## config.mk

```make
export PLATFORM = sky130hd
export DESIGN_NAME = mdu_iterative_flat
export DESIGN_NICKNAME = d
export VERILOG_FILES = /design/src/rtl/mdu_if.sv /design/src/rtl/mdu_iterative.sv /design/src/flat_wrapper.sv
export SDC_FILE = /design/constraint.sdc
export NUM_CORES = 1
export LEC_CHECK = 0
export BUFFER_PORTS_ARGS = -buffer_cell sky130_fd_sc_hd__buf_2
export CAP_MARGIN = 20
export CORE_MARGIN = 4
export CORE_UTILIZATION = 45
export CTS_CLUSTER_SIZE = 20
export DETAILED_ROUTE_END_ITERATION = 6
export PLACE_DENSITY = 0.7
export SLEW_MARGIN = 20
export SYNTH_ARGS = -nofsm -noshare
export SYNTH_HDL_FRONTEND = slang
export SYNTH_SLANG_ARGS = --single-unit
```

## constraint.sdc

```tcl
create_clock -name clk -period 12.85 [get_ports clk]
set_input_delay 1.9275 -clock clk [delete_from_list [all_inputs] [get_ports clk]]
set_output_delay 1.9275 -clock clk [all_outputs]
set_load 0.01 [all_outputs]
```

## src/rtl/mdu_if.sv

```systemverilog
// rtl/mdu_if.sv - EX-stage to multiply/divide unit request and result bundle
interface mdu_if #(
    parameter int WIDTH = 32
);
    logic             start_i;
    logic [2:0]       op_i;
    logic [WIDTH-1:0] a_i;
    logic [WIDTH-1:0] b_i;
    logic             cancel_i;
    logic             busy_o;
    logic             done_o;
    logic [WIDTH-1:0] hi_o;
    logic [WIDTH-1:0] lo_o;

    modport master (
        output start_i, op_i, a_i, b_i, cancel_i,
        input  busy_o, done_o, hi_o, lo_o
    );

    modport slave (
        input  start_i, op_i, a_i, b_i, cancel_i,
        output busy_o, done_o, hi_o, lo_o
    );
endinterface

```

## src/rtl/mdu_iterative.sv

```systemverilog
// rtl/mdu_iterative.sv - iterative radix-2 mult/div unit owning HI/LO; MDU_FAST_MUL_EN selects single-cycle multiply
module mdu_iterative #(
    parameter int WIDTH = 32,
    parameter int CNT_W = 5
) (
    input  logic   clk,
    input  logic   reset,
    mdu_if.slave   bus
);
    localparam int DW = 2 * WIDTH;

    typedef enum logic [1:0] {IDLE, RUN, FIX} state_t;

    state_t             state_q, state_d;
    logic [CNT_W-1:0]   cnt_q, cnt_d;
    logic [DW-1:0]      acc_q, acc_d;     // product, or {remainder, dividend/quotient}
    logic [WIDTH-1:0]   opnd_q, opnd_d;   // multiplicand or divisor magnitude
    logic [WIDTH-1:0]   araw_q, araw_d;   // raw dividend, returned in HI on divide by zero
    logic [WIDTH-1:0]   hi_q, hi_d;
    logic [WIDTH-1:0]   lo_q, lo_d;
    logic               is_div_q, is_div_d;
    logic               neg_q, neg_d;     // product / quotient negative
    logic               rneg_q, rneg_d;   // remainder negative (dividend sign)
    logic               div0_q, div0_d;
    logic               done_q, done_d;

    // Operand magnitudes: signed ops strip the sign here and restore it in FIX
    logic               op_signed, a_neg, b_neg;
    logic [WIDTH-1:0]   a_abs, b_abs;
    assign op_signed = ~bus.op_i[0];
    assign a_neg     = op_signed & bus.a_i[WIDTH-1];
    assign b_neg     = op_signed & bus.b_i[WIDTH-1];
    assign a_abs     = a_neg ? -bus.a_i : bus.a_i;
    assign b_abs     = b_neg ? -bus.b_i : bus.b_i;

    // One shift-add multiply step: add multiplicand on LSB, then shift right
    logic [WIDTH:0]     mul_sum;
    assign mul_sum = {1'b0, acc_q[DW-1:WIDTH]} + (acc_q[0] ? {1'b0, opnd_q} : '0);

    // One restoring divide step: shift next dividend bit into remainder, trial subtract
    logic [WIDTH:0]     div_rem_sh;
    logic [WIDTH-1:0]   div_diff;
    logic               div_ge;
    assign div_rem_sh = {acc_q[DW-1:WIDTH], acc_q[WIDTH-1]};
    assign div_ge     = div_rem_sh >= {1'b0, opnd_q};
    assign div_diff   = div_rem_sh[WIDTH-1:0] - opnd_q;

    // Sign-corrected results written in FIX
    logic [DW-1:0]      prod_fix;
    logic [WIDTH-1:0]   quo_fix, rem_fix;
    assign prod_fix = neg_q  ? -acc_q : acc_q;
    assign quo_fix  = neg_q  ? -acc_q[WIDTH-1:0]  : acc_q[WIDTH-1:0];
    assign rem_fix  = rneg_q ? -acc_q[DW-1:WIDTH] : acc_q[DW-1:WIDTH];

`ifdef MDU_FAST_MUL_EN
    logic [DW-1:0]      fast_prod;
    assign fast_prod = op_signed
        ? {{WIDTH{bus.a_i[WIDTH-1]}}, bus.a_i} * {{WIDTH{bus.b_i[WIDTH-1]}}, bus.b_i}
        : {{WIDTH{1'b0}}, bus.a_i} * {{WIDTH{1'b0}}, bus.b_i};
`endif

    // State and datapath registers
    always_ff @(posedge clk or posedge reset) begin
        if (reset) begin
            state_q  <= IDLE;
            cnt_q    <= '0;
            acc_q    <= '0;
            opnd_q   <= '0;
            araw_q   <= '0;
            hi_q     <= '0;
            lo_q     <= '0;
            is_div_q <= 1'b0;
            neg_q    <= 1'b0;
            rneg_q   <= 1'b0;
            div0_q   <= 1'b0;
            done_q   <= 1'b0;
        end else begin
            state_q  <= state_d;
            cnt_q    <= cnt_d;
            acc_q    <= acc_d;
            opnd_q   <= opnd_d;
            araw_q   <= araw_d;
            hi_q     <= hi_d;
            lo_q     <= lo_d;
            is_div_q <= is_div_d;
            neg_q    <= neg_d;
            rneg_q   <= rneg_d;
            div0_q   <= div0_d;
            done_q   <= done_d;
        end
    end

    // Next-state, iteration and HI/LO write logic; cancel beats start and completion
    always_comb begin
        state_d  = state_q;
        cnt_d    = cnt_q;
        acc_d    = acc_q;
        opnd_d   = opnd_q;
        araw_d   = araw_q;
        hi_d     = hi_q;
        lo_d     = lo_q;
        is_div_d = is_div_q;
        neg_d    = neg_q;
        rneg_d   = rneg_q;
        div0_d   = div0_q;
        done_d   = 1'b0;
        unique case (state_q)
            IDLE: begin
                if (bus.start_i && !bus.cancel_i) begin
                    case (bus.op_i)
                        3'b100: hi_d = bus.a_i;
                        3'b101: lo_d = bus.a_i;
                        3'b000, 3'b001, 3'b010, 3'b011: begin
                            is_div_d = bus.op_i[1];
                            neg_d    = a_neg ^ b_neg;
                            rneg_d   = a_neg;
                            div0_d   = bus.op_i[1] && (bus.b_i == '0);
                            araw_d   = bus.a_i;
                            opnd_d   = bus.op_i[1] ? b_abs : a_abs;
                            acc_d    = bus.op_i[1] ? {{WIDTH{1'b0}}, a_abs} : {{WIDTH{1'b0}}, b_abs};
                            cnt_d    = '0;
                            state_d  = RUN;
`ifdef MDU_FAST_MUL_EN
                            if (!bus.op_i[1]) begin
                                acc_d   = fast_prod;
                                neg_d   = 1'b0;
                                state_d = FIX;
                            end
`endif
                        end
                        default: ;
                    endcase
                end
            end
            RUN: begin
                if (bus.cancel_i) begin
                    state_d = IDLE;
                end else begin
                    if (is_div_q)
                        acc_d = {div_ge ? div_diff : div_rem_sh[WIDTH-1:0], acc_q[WIDTH-2:0], div_ge};
                    else
                        acc_d = {mul_sum, acc_q[WIDTH-1:1]};
                    cnt_d = cnt_q + 1'b1;
                    if (cnt_q == {CNT_W{1'b1}})
                        state_d = FIX;
                end
            end
            FIX: begin
                state_d = IDLE;
                if (!bus.cancel_i) begin
                    done_d = 1'b1;
                    if (div0_q) begin
                        hi_d = araw_q;
                        lo_d = '1;
                    end else if (is_div_q) begin
                        hi_d = rem_fix;
                        lo_d = quo_fix;
                    end else begin
                        {hi_d, lo_d} = prod_fix;
                    end
                end
            end
            default: state_d = IDLE;
        endcase
    end

    assign bus.busy_o = (state_q != IDLE);
    assign bus.done_o = done_q;
    assign bus.hi_o   = hi_q;
    assign bus.lo_o   = lo_q;
endmodule

```

## src/flat_wrapper.sv

```systemverilog
// flat-port wrapper written by rule: the top's interface ports become plain ports
module mdu_iterative_flat 
#(
    parameter int WIDTH = 32,
    parameter int CNT_W = 5
)
  (clk, reset, bus_start_i, bus_op_i, bus_a_i, bus_b_i, bus_cancel_i, bus_busy_o, bus_done_o, bus_hi_o, bus_lo_o);
  mdu_if #(.WIDTH(WIDTH)) bus_i ();
  input  logic clk;
  input  logic reset;
  input wire logic [$bits(bus_i.start_i)-1:0] bus_start_i;
  input wire logic [$bits(bus_i.op_i)-1:0] bus_op_i;
  input wire logic [$bits(bus_i.a_i)-1:0] bus_a_i;
  input wire logic [$bits(bus_i.b_i)-1:0] bus_b_i;
  input wire logic [$bits(bus_i.cancel_i)-1:0] bus_cancel_i;
  output wire logic [$bits(bus_i.busy_o)-1:0] bus_busy_o;
  output wire logic [$bits(bus_i.done_o)-1:0] bus_done_o;
  output wire logic [$bits(bus_i.hi_o)-1:0] bus_hi_o;
  output wire logic [$bits(bus_i.lo_o)-1:0] bus_lo_o;
  assign bus_i.start_i = bus_start_i;
  assign bus_i.op_i = bus_op_i;
  assign bus_i.a_i = bus_a_i;
  assign bus_i.b_i = bus_b_i;
  assign bus_i.cancel_i = bus_cancel_i;
  assign bus_busy_o = bus_i.busy_o;
  assign bus_done_o = bus_i.done_o;
  assign bus_hi_o = bus_i.hi_o;
  assign bus_lo_o = bus_i.lo_o;
  mdu_iterative #(.WIDTH(WIDTH), .CNT_W(CNT_W)) u_core (.clk(clk), .reset(reset), .bus(bus_i));
endmodule
```

[Word level (Yosys, flattened, before mapping)]
Cells that the tools add are included.
Cells by class
  $add $sub $neg: 8
  magnitude comparators: 1
  equality and inequality tests: 15
  mux-type cells: 37
  bitwise operators: 4
  reductions and logical operators: 15
Operators by type and width (number)
  2-to-1 mux 32 bit: 18
  2-to-1 mux 64 bit: 5
  negator 32 bit: 4
  case mux 32 bit (2 select lines): 2
  case mux 64 bit (2 select lines): 1
  negator 64 bit: 1
  adder 32 x 33 -> 33 bit: 1
  >= comparator 33 x 32 -> 1 bit: 1
  logical NOT 32 bit: 1
  subtractor 32 bit: 1
  2-to-1 mux 5 bit: 3
  AND reduction 4 bit: 3
  != test 2 bit, second input constant: 5
  case mux 5 bit (2 select lines): 1
  2-to-1 mux 2 bit: 4
  equality test 3 x 2 -> 1 bit, second input constant: 2
  equality test 3 bit, second input constant: 2
  AND reduction 3 bit: 2
  nonzero test 2 bit: 3
  adder 5 x 1 -> 5 bit, second input constant: 1
  equality test 5 bit, second input constant: 1
  case mux 2 bit (2 select lines): 1
  OR reduction 4 bit: 1
  equality test 3 x 1 -> 1 bit, second input constant: 1
  12 further kinds: 15
Word-level totals
  bits in registers: 204
  output and inout bits: 66

[Logic depth before layout (Yosys ltp)]
  depth after elaboration: 7
  depth in mapped cells: 15
  mapped depth without buffers: 14

[Worst setup path before layout]
Ideal clock, no wire load.
  path type: input -> register
  start: input bus_a_i[2]
  end: register u_core.acc_q[27]
  setup time: 0.121 ns
  arrival: 4.049 ns
  path slack: 8.680 ns
  cell stages on the path: 10
  path through: clkbuf_1 nor4_1 and2_1 nand3_1 or2_2 nor3_1 a21oi_1 xnor2_1 a211oi_1 o22a_1
Between the ends
  longest elaborated chain between the ends: 6
Ends and longest elaborated chain
  start, declared: line flat_wrapper.sv:13  | input wire logic [$bits(bus_i.a_i)-1:0] bus_a_i;
  negator 32 bit: line mdu_iterative.sv:33  | assign a_abs = a_neg ? -bus.a_i : bus.a_i;
  2-to-1 mux 32 bit: line mdu_iterative.sv:33
  2-to-1 mux 32 bit: line mdu_iterative.sv:120  | acc_d = bus.op_i[1] ? {{WIDTH{1'b0}}, a_abs} : {{WIDTH{1'b0}}, b_abs};
  2-to-1 mux 64 bit: line mdu_iterative.sv:110  | case (bus.op_i)
  2-to-1 mux 64 bit: line mdu_iterative.sv:109  | if (bus.start_i && !bus.cancel_i) begin
  case mux 64 bit (2 select lines): line mdu_iterative.sv:107  | unique case (state_q)
  end signal, assigned: line mdu_iterative.sv:67  | acc_q <= '0;
  end signal, assigned: line mdu_iterative.sv:80  | acc_q <= acc_d;
  end, declared: line mdu_iterative.sv:16  | logic [DW-1:0] acc_q, acc_d;
No other way between the ends. The select of a mux whose other input is x is not followed.
A chain may end at the register's enable or synchronous reset.

[Final worst setup path]
  start: register u_core.acc_q[0]
  end: register u_core.acc_q[57]
Between the ends
  longest elaborated chain between the ends: 5
Ends and longest elaborated chain
  2-to-1 mux 32 bit: line mdu_iterative.sv:38  | assign mul_sum = {1'b0, acc_q[DW-1:WIDTH]} + (acc_q[0] ? {1'b0, opnd_q} : '0);
  adder 32 x 33 -> 33 bit: line mdu_iterative.sv:38
  2-to-1 mux 64 bit: line mdu_iterative.sv:139  | if (is_div_q)
  2-to-1 mux 64 bit: line mdu_iterative.sv:136  | if (bus.cancel_i) begin
  case mux 64 bit (2 select lines): line mdu_iterative.sv:107
No other way between the ends. The select of a mux whose other input is x is not followed.

==> summary.md <==
| Metric | Value |
|---|---|
| EDFF count, synth | 0 |
| Leading cell types in the layout, fill and taps excluded | 349 x sky130_fd_sc_hd__nand2_1, 220 x sky130_fd_sc_hd__o21ai_0, 202 x sky130_fd_sc_hd__nor2_1, 201 x sky130_fd_sc_hd__dfrtp_1, 197 x sky130_fd_sc_hd__a21oi_1 |
| TritonCTS clock tree | built |
| Cell leakage power | 8.13 nW |
| Routed wire length | around 60 mm |
| Netlist Area Pre-Place | 0.0164 sq mm |
| Final Core Density | between 50 and 60% |
| Width of the die | between 150 and 200 microns |
| Final-report max-slew violation count | 0 |
| Register-to-register path setup slack | between 8 and 9 ns |
| Category of the critical setup timing path | reg2reg |
| RR Startpoint | u_core.acc_q[0]$_DFFE_PP0P_ |
| Clock transition at the register clock pins on the worst setup and hold paths after CTS | around 0.060 ns |
| Post-synth cell types | between 70 and 80 |
| Via count normalized by instance count | 6.22 |
| Power Dens Cells | 210 mW/mm^2 |
| Final sum of negative setup slack | 0 ns |
| Placed instance area | approximately 0.017 sq mm |
| Growth of design area from synthesis to finish | 10.6% |
| Sum of buffers and inverters on the critical path | 2 |
| Mean post-synth cell area | 7.56 sq um |
| Number of buffers added to fix hold violations after cts | 0 |
| Max frequency | 223 MHz |
| Final ANT Viol Nets | 0 |
| Max VDD drop | between 0.0001 and 0.00015 V |
| Global route total overflow | 0 |
| CTS buffer count | 25 |
| Clock Skews | ~0.029 ns |
| Worst Max-Slew Pin Slew | between 1 and 1.5 ns |
| RSZ-0062 raised after global routing | false |
| PnR worst setup slack | between 8 and 9 ns |
| Type of the most critical hold path | reg2reg |
| Via count of the routed design | ~17k |
| Fin nets | 2335 |
| Average detailed-routed wire length per instance | between 20 and 25 microns |
| Post-cts gate resize count | 0 |
| H-Tree Depth | 1 |
| Largest net degree at the start of global routing | between 100 and 150 |
| Number of endpoints failing setup at the final stage | 0 |
| Biggest cell delay along the critical path | 0.79 ns |
| Endpoint of the worst hold path | u_core.bus.hi_o[27]$_DFFE_PP0P_ |
| Starting utilization of the core area | about 46% |
| Worst-case reg-to-reg path depth | 13 |
| Nature of the critical path endpoint | register |
| Flip-flop cell with the highest count after synthesis | sky130_fd_sc_hd__dfrtp_1 |
| Die ar. | a little under 0.04 sq mm |
| Vias in the first global route | ~16k |
| Placeable core region | ~0.036 sq mm |
| Clk sinks | 204 |
| Worst slew margin relative to its limit | a little over a quarter |
| Endpoint of the most critical register-to-register path | u_core.acc_q[57]$_DFFE_PP0P_ |
| # Post-CTS Setup Buffers | 0 |
| Maximum fanout along the worst path | 31 |
| Die Height | ~200 microns |
| Largest delay share family, worst path | compound AO/OA/AOI/OAI gates |
| Final Wtd Congestion | approximately 0.94 |
| Length of the first detailed-routing pass in iterations | 6 |
| Min Tclk post-route | ~4.5 ns |
| Iteration-0 DRC Markers | 1777 |
| Synthesis-stage register bit count | 204 |
| Number of DRC violations after detailed routing | 0 |
| Run status | finished, final reports clean |
| Number of I/O port buffers | ~140 |
| Most frequent CP cell | sky130_fd_sc_hd__inv_1 |
| Number of cells on the worst hold path | 2 |
| DP Worst Slack | 8.01 ns |
| Data required time at the worst endpoint | between 10 and 15 ns |
| Share of cells above drive strength 1 | 10.4% |
| Ratio of final minimum period to clock period | a little over a third |
| Detailed placer's ending HPWL | about 44 mm |
| Max clock buf depth | 3 |
| Worst-skew pair later-pin latency | around 0.56 ns |
| Diodes inserted | 0 |
| Post-route cell area | between 0.015 and 0.02 sq mm |
| Clock root buffer master | sky130_fd_sc_hd__clkbuf_16 |
| Startpoint class of the critical path | register |
| Post-route insts no fill | 2672 |
| Share of flip-flops with an asynchronous set or reset after synthesis | 100% |
| Sequential area share after synthesis | about 31% |
| Library cell contributing the largest single delay on the critical path | sky130_fd_sc_hd__inv_1 |
| CP arrival | roughly 4.9 ns |
| Std cell rows | 69 |
| Global-route wire length before repair | ~92 mm |
| Cell Count Post-Placement | 2626 |
| Worst Min Path Start | u_core.bus.hi_o[27]$_DFFE_PP0P_ |
| Reported max-cap violation count | 0 |
| Synthesized instance count | ~2.2k |
| Total global-route track usage | between 20 and 30% |
| Antenna violations before repair | 0 |
| Most common library cell in the layout ignoring fill and taps | sky130_fd_sc_hd__nand2_1 |
| Final hold vios | 0 |
| Crit-path cells | inv_1 > nor2_1 > ha_1 > nor2b_1 > o31a_1 > o41ai_1 > o31ai_1 > a41oi_1 > o2bb2ai_1 > inv_1 > a21oi_1 > xnor2_1 > a221o_1 |
| Number of nets produced by synthesis | 2306 |
| Count of synthesis-stage warnings from yosys | 0 |
| Ports | about 140 |
how the worst max path moves through the flow:
stage,startpoint,endpoint,slack (ns),depth (start not counted)
floorplan,reset,u_core.acc_q[0]$_DFFE_PP0P_,5.36,1
global placement,bus_a_i[4],u_core.acc_q[27]$_DFFE_PP0P_,8.09,10
detailed placement,bus_a_i[4],u_core.acc_q[27]$_DFFE_PP0P_,8.01,10
CTS,u_core.acc_q[0]$_DFFE_PP0P_,u_core.acc_q[57]$_DFFE_PP0P_,8.46,13
global route,u_core.acc_q[0]$_DFFE_PP0P_,u_core.acc_q[59]$_DFFE_PP0P_,8.13,13
finish,u_core.acc_q[0]$_DFFE_PP0P_,u_core.acc_q[57]$_DFFE_PP0P_,8.36,13
layout make-up:
| type | count | area (sq um) |
|---|---|---|
| clock buffers | 35 | 723 |
| clock inverters | 11 | 146 |
| fillers | 3485 | 17700 |
| inverters | 71 | 274 |
| multi-input cells | 1737 | 10400 |
| flip-flops and latches | 204 | 5110 |
| well taps | 461 | 577 |
| repair buffers | 153 | 808 |
flip-flops by register name, indices dropped and copies added, names as in the netlist:
register	cells
u_core.rneg_q	1
u_core.neg_q	1
u_core.opnd_q	32
u_core.araw_q	32
u_core.is_div_q	1
u_core.acc_q	64
u_core.cnt_q	5
u_core.div0_q	1
u_core.bus.done_o	1
u_core.state_q	2
u_core.bus.lo_o	32
u_core.bus.hi_o	32
cells in the mapped netlist (all sizes together), types with 17 or more instances:
master | instances | share of area [%]
nor2 | 203 | 4.7
clkbuf | 137 | 3.2
nor3 | 38 | 1.2
nand3 | 38 | 1.2
mux2i | 42 | 2.6
xor2 | 58 | 3.1
a31oi | 23 | 0.88
inv | 70 | 1.6
nand2 | 350 | 8.0
nor4 | 17 | 0.69
dfrtp | 204 | 31
o21ai | 226 | 6.9
o211ai | 33 | 1.5
ha | 70 | 5.4
o22ai | 37 | 1.4
o31ai | 26 | 1.2
a21o | 32 | 1.5
xnor2 | 116 | 6.2
a21oi | 197 | 6.0
nand2b | 17 | 0.65
metal layers:
metal,up-vias,routed length [microns],track usage [%],part of all wire (%)
li1,7692,-,-,-
met1,7981,25200,41.5,42
met2,816,26600,45.7,44
met3,142,5440,4.83,9.1
met4,0,2530,10.5,4.2
met5,-,0,0,0
cell families after synthesis:
| kind of cell | share of synthesized area [%] |
|---|---|
| simple gates | 20.1 |
| compound gates | 25.6 |
| buf+inv | 5.18 |
| flops | 31.2 |
| xor+xnor | 9.32 |
| fa+ha+maj | 5.60 |
| mux | 2.98 |
worst register-to-register path: cells and delay by family, from the launching register on:
| family | cells | cell delay (ns) |
|---|---|---|
| DFF | 1 | 0.49 |
| xor gates and xnor gates | 1 | 0.08 |
| AOI/OAI and AO/OA | 7 | 2.24 |
| adders and majority gates | 1 | 0.37 |
| and+or+nand+nor | 2 | 0.29 |
| buffers and inverters | 2 | 0.92 |
metrics by stage:
| step | total power (W) | hold slack [ns] |
|---|---|---|
| after floorplan | 0.00241 | 0.438 |
| after global placement | 0.00298 | 0.453 |
| after detailed placement | 0.00300 | 0.463 |
| after CTS | 0.00376 | 0.478 |
| after global routing | 0.00404 | 0.495 |
| final | 0.00380 | 0.475 |
power breakdown:
part | leakage, nW | internal [W] | switching (W)
Sequential | 2.55 | 0.000803 | 0.000283
Combinational | 5.16 | 0.000761 | 0.00120
Clock | 0.424 | 0.000454 | 0.000303
Total | 8.13 | 0.00202 | 0.00178
No activity file was read; power rests on OpenSTA's default activity.
